`config.mk`:
```
export PLATFORM = sky130hd
export DESIGN_NAME = register_file_dump
export DESIGN_NICKNAME = d
export VERILOG_FILES = /design/src/rtl/register_file_dump.sv
export SDC_FILE = /design/constraint.sdc
export NUM_CORES = 2
export LEC_CHECK = 0
export BUFFER_PORTS_ARGS = -buffer_cell sky130_fd_sc_hd__clkbuf_2
export CORE_MARGIN = 2
export CORE_UTILIZATION = 57
export DETAILED_ROUTE_END_ITERATION = 10
export PLACE_DENSITY = 0.74
export SLEW_MARGIN = 10
export SYNTH_ARGS = -nofsm -noshare
export SYNTH_HDL_FRONTEND = slang
export SYNTH_SLANG_ARGS = --single-unit
export TNS_END_PERCENT = 10
```
`constraint.sdc`:
```
create_clock -name clk -period 5.1 [get_ports clk]
set_input_delay 0.51 -clock clk [delete_from_list [all_inputs] [get_ports clk]]
set_output_delay 0.51 -clock clk [all_outputs]
set_load 0.01 [all_outputs]
```
`src/rtl/register_file_dump.sv`:
```
// Two-read/one-write register file with a streaming dump port (valid/ready).
// Reads: 1-cycle registered latency with same-cycle write bypass. Dump: one word per accepted handshake.
// Optional macro RF_ZERO_REG_EN: makes register 0 hard-wired to zero (writes dropped, no bypass).
module register_file_dump #(
  parameter int DATA_WIDTH = 32,
  parameter int ADDR_WIDTH = 5
) (
  input  logic                  clk,
  input  logic                  rst,
  input  logic                  i_reg_write,
  input  logic [ADDR_WIDTH-1:0] i_write_register,
  input  logic [DATA_WIDTH-1:0] i_write_data,
  input  logic [ADDR_WIDTH-1:0] i_read_register_1,
  input  logic [ADDR_WIDTH-1:0] i_read_register_2,
  output logic [DATA_WIDTH-1:0] o_read_data_1,
  output logic [DATA_WIDTH-1:0] o_read_data_2,
  input  logic                  i_dump_start,
  input  logic                  i_dump_ready,
  output logic                  o_dump_valid,
  output logic [ADDR_WIDTH-1:0] o_dump_addr,
  output logic [DATA_WIDTH-1:0] o_dump_data,
  output logic                  o_dump_busy,
  output logic                  o_dump_done
);

  localparam int DEPTH = 2 ** ADDR_WIDTH;
  localparam logic [ADDR_WIDTH-1:0] LAST = ADDR_WIDTH'(DEPTH - 1);

  typedef enum logic [1:0] {IDLE, STREAM, DONE} state_t;

  state_t                state;
  state_t                state_nxt;
  logic [DATA_WIDTH-1:0] regs [DEPTH];
  logic                  wr_en;
  logic                  handshake;
  logic [ADDR_WIDTH-1:0] addr_nxt;

`ifdef RF_ZERO_REG_EN
  // Register 0 never takes a write, which also keeps it out of the bypass path.
  assign wr_en = i_reg_write && (i_write_register != '0);
`else
  assign wr_en = i_reg_write;
`endif

  assign handshake = o_dump_valid && i_dump_ready;
  assign addr_nxt  = o_dump_addr + 1'b1;

  // Value a register will hold after this edge: the incoming write wins over the stored word.
  function automatic logic [DATA_WIDTH-1:0] fetch(input logic [ADDR_WIDTH-1:0] a);
`ifdef RF_ZERO_REG_EN
    if (a == '0) return '0;
`endif
    if (wr_en && (i_write_register == a)) return i_write_data;
    return regs[a];
  endfunction

  // Register array: cleared by reset, written on enabled edges.
  always_ff @(posedge clk or negedge rst) begin
    if (!rst) begin
      for (int i = 0; i < DEPTH; i++) regs[i] <= '0;
    end else if (wr_en) begin
      regs[i_write_register] <= i_write_data;
    end
  end

  // Registered read ports with write bypass; the two ports are fully independent.
  always_ff @(posedge clk or negedge rst) begin
    if (!rst) begin
      o_read_data_1 <= '0;
      o_read_data_2 <= '0;
    end else begin
      o_read_data_1 <= fetch(i_read_register_1);
      o_read_data_2 <= fetch(i_read_register_2);
    end
  end

  // Dump FSM state register.
  always_ff @(posedge clk or negedge rst) begin
    if (!rst) state <= IDLE;
    else      state <= state_nxt;
  end

  // Dump FSM next-state logic; start is only looked at in IDLE.
  always_comb begin
    state_nxt = state;
    case (state)
      IDLE:    if (i_dump_start) state_nxt = STREAM;
      STREAM:  if (handshake && (o_dump_addr == LAST)) state_nxt = DONE;
      DONE:    state_nxt = IDLE;
      default: state_nxt = IDLE;
    endcase
  end

  // Dump FSM status outputs decoded from the state.
  always_comb begin
    o_dump_busy = (state != IDLE);
    o_dump_done = (state == DONE);
  end

  // Dump word register: loads on start and on each accepted word, otherwise holds
  // so a stalled word stays stable even if its source register is rewritten.
  always_ff @(posedge clk or negedge rst) begin
    if (!rst) begin
      o_dump_valid <= 1'b0;
      o_dump_addr  <= '0;
      o_dump_data  <= '0;
    end else begin
      if ((state == IDLE) && i_dump_start) begin
        o_dump_valid <= 1'b1;
        o_dump_addr  <= '0;
        o_dump_data  <= fetch('0);
      end else if ((state == STREAM) && handshake) begin
        if (o_dump_addr == LAST) begin
          o_dump_valid <= 1'b0;
        end else begin
          o_dump_addr <= addr_nxt;
          o_dump_data <= fetch(addr_nxt);
        end
      end
    end
  end

endmodule

```
==> impl_metrics.py <==
metrics = {
    "global_route": {
        "antenna_found_initial": 11,
        "grt-ovfl-total": 0,
        "grt_pass1_vias": 45813,
        "grt_max_degree": 141,
        "grtUsageTotal": 0.360,
        "grt_pass1_wl_mm": 317,
    },
    "setup_path": {
        "endpoint_kind": "register",
        "worstPathCellList": "ha_4 -> and3_1 -> ha_4 -> clkinv_2 -> nor2_4 -> buf_4 -> a2111oi_0 -> o21ai_0",
        "critPathKind": "register to register",
        "cp-start-kind": "register",
        "r2r.worst_path.cells": 8,
        "r2r-end": "o_dump_data[10]$_DFFE_PN0P_",
        "cp_slowest_cell": "dfrtp_4",
        "r2r_slack_ns": 1.08,
        "crit_path_max_incr_delay_ns": 0.72,
        "reg2reg_from": "o_dump_addr[0]$_DFFE_PN0P_",
        "crit_top_cell": "ha_4",
        "worstSetupEndpoint": "o_dump_data[10]$_DFFE_PN0P_",
        "cp-startpoint": "o_dump_addr[0]$_DFFE_PN0P_",
        "arrival_ns": 4.65,
        "critPathBufInv": 2,
        "crit_family": "buffers and inverters",
        "required_ns": 5.74,
        "path_depth": 8,
        "critPathMaxFanout": 40,
    },
    "yosys": {
        "synth_fa_ha_area_frac": 0.000375,
        "synth_edf_count": 0,
        "synth_area_leaders": "dfrtp_1, mux4_2, mux2_2",
        "netlist_instances": 4372,
        "synth_compound_area_frac": 0.0295,
        "synth_xor_area_frac": 0.00356,
        "yosysMostFrequentCell": "dfrtp_1",
        "syn_area_um2": 66800,
        "synth_warnings": 0,
        "synth_top_family_by_area": "multiplexers",
        "muxShareOfSynthArea": 0.478,
        "ys_seq_area_frac": 0.423,
        "synth_cell_types": 53,
        "ys_ff_latch": 1128,
        "yosys.area_share.simple": 0.0338,
        "synth_nets": 4426,
        "yosys.area.top_type_share": 0.423,
        "avgSynthCellArea_um2": 15.3,
        "yosys-top-cells-count": "dfrtp_1, mux2_2, mux4_2",
        "async_reset_ff_frac": 1.00,
        "synth_top_cell_by_area": "dfrtp_1",
        "ys.flop_type": "dfrtp_1",
    },
    "die": {
        "core_um2": 116000,
        "ios": 156,
        "die_y_um": 346,
        "start_util": 0.575,
        "die-area_um2": 120000,
        "rows": 125,
        "die_w_um": 346,
    },
    "clocking": {
        "cts_tree": "built",
        "cts_buffer_depth": 3,
        "cts.sinks": 1128,
        "worstSkewPairLatency_ns": 0.74,
        "clkSlewWorstSetupHoldPaths_ns": 0.07,
        "cts_resized": 0,
        "h-tree-depth": 3,
        "root_buffer": "clkbuf_16",
        "cts_buffers": 119,
    },
    "timing": {
        "setup_tns_ns": 0,
        "slew_violations": 0,
        "rsz0062_at_grt": "no",
        "finClkSkew_ns": 0.0327,
        "max_freq_mhz": 249,
        "worst_slew_pin_slew_ns": 1.31,
        "relSlewSlack": 0.122,
        "min_period_ns": 4.02,
        "min_period_over_period": 0.788,
        "setup_viol": 0,
        "hold_viol_final": 0,
    },
    "detailed_routing": {
        "drc_errors": 0,
        "wl_mm": 213,
        "route.vias.total": 45325,
        "via_per_inst": 7.70,
        "wl_per_cell_um": 36.2,
        "ant_nets": 0,
        "dr.pass1.iters": 7,
        "drtIter0Drc": 6416,
    },
    "placement": {
        "dp_hpwl_mm": 119,
        "portBuffers": 155,
        "finalWeightedCongestion": 0.871,
    },
    "hold_path": {
        "holdCritPathClass": "input port to register",
    },
    "cells_and_area": {
        "post_route_cells_drive_above_1_share": 0.553,
        "final_core_util": 0.631,
        "fillers": 8328,
        "fin_nets": 4313,
        "syn_to_final_growth_pct": 9.74,
        "area.sequential_um2": 28200,
        "multiInputGateArea_um2": 36800,
    },
    "power_and_ir_drop": {
        "finalPower_uw": 35300,
        "powerDensity_nw_per_um2": 482,
        "p_leak_uw": 0.0304,
        "peakVddDrop_v": 0.000514,
    },
    "run_status": {
        "outcome": "complete, no violations",
    },
    "job": {
        "cap_violations": 0,
    },
}
[cells in the final DEF, fill, tap and decap left out, drive strengths merged, types with 2 or more instances in the layout]
cell,synthesis,routed
o211a,13,13
nor2,36,36
mux2,1024,1024
dfrtp,1128,1128
mux2i,54,54
inv,3,5
nor3b,4,4
a21oi,84,84
nand3,51,51
a221oi,15,15
nand4b,2,2
o21ai,103,103
nor4,4,4
a2111oi,19,19
and3,22,22
diode,0,7
buf,211,112
nand2b,3,3
a222oi,17,17
nor2b,67,67
a31oi,4,4
a32o,13,13
o32ai,13,13
xor2,13,13
mux4,881,881
o2111ai,13,13
clkinvlp,0,9
nand3b,4,4
nand4,41,41
clkinv,0,30
ha,2,2
nand2,229,229
clkbuf,280,304
xnor2,9,9
bufinv,0,19
[logic make-up after synthesis]
family	after synthesis
compound gates	297
xor+xnor	22
fa+ha+maj	2
buf+inv	494
flops	1128
mux	1959
simple gates	470
[worst min path at each step]
stage / start / to / slack, ns / depth (start not counted)
after CTS: i_dump_ready / state[1]$_DFFE_PN0P_ / 0.06 / 3
after global placement: regs[179]$_DFFE_PN0P_ / regs[179]$_DFFE_PN0P_ / 0.52 / 1
after detailed placement: regs[495]$_DFFE_PN0P_ / regs[495]$_DFFE_PN0P_ / 0.54 / 1
final: i_dump_ready / state[1]$_DFFE_PN0P_ / 0.08 / 3
after floorplan: rst / o_dump_addr[0]$_DFFE_PN0P_ / 0.21 / 0
after global routing: i_dump_ready / state[1]$_DFFE_PN0P_ / 0.13 / 3
[layout make-up]
type                       instances  share of cell area
multi-input combinational       2750               0.502
sequential                      1128               0.385
clock buffer                     160              0.0463
timing repair buffer             257              0.0290
tap                             1524              0.0260
clock inverter                    60              0.0113
antenna                            7            0.000239
inverter                           3            0.000171
[state kept, by name (all words and copies together), names as in the netlist]
register,cells
regs,1024
o_dump_data,32
o_read_data_1,32
o_read_data_2,32
o_dump_addr,5
state,2
o_dump_valid,1
[layer usage]
layer	global-route usage	wire (µm)	part of all wire
met4	0.154	9750	0.046
met2	0.532	97000	0.45
met1	0.492	78200	0.37
met5	0	82	0.00038
met3	0.122	28300	0.13
[repair_timing]
action | CTS | global route
setup endpoints to repair | 0 | 0
hold buffers | 1 | 0
setup buffers | 0 | 0
endpoints found under the hold margin | 62 | 0
[worst min-delay path: stages]
cell	delay, ns
clkbuf_2	0.11
nand3_1	0.11
nor2_1	0.06
[through the flow]
stage | area, µm² | instances | hold slack [ns] | setup slack [ns]
floorplan | 66800 | 4372 | 0.214 | 2.40
global placement | 69000 | 5661 | 0.524 | 1.28
detailed placement | 69000 | 5661 | 0.536 | 1.24
CTS | 73300 | 5882 | 0.0599 | 1.22
global route | 73300 | 5883 | 0.126 | 1.10
finish | 73300 | 5889 | 0.0849 | 1.08
[power by group]
part	internal, µW	switching, µW	total [µW]
Clock	5600	3790	9390
Sequential	10800	2060	12900
Combinational	7030	6040	13100
Total	23400	11900	35300
Note: power is estimated with default switching activity, not from simulation.
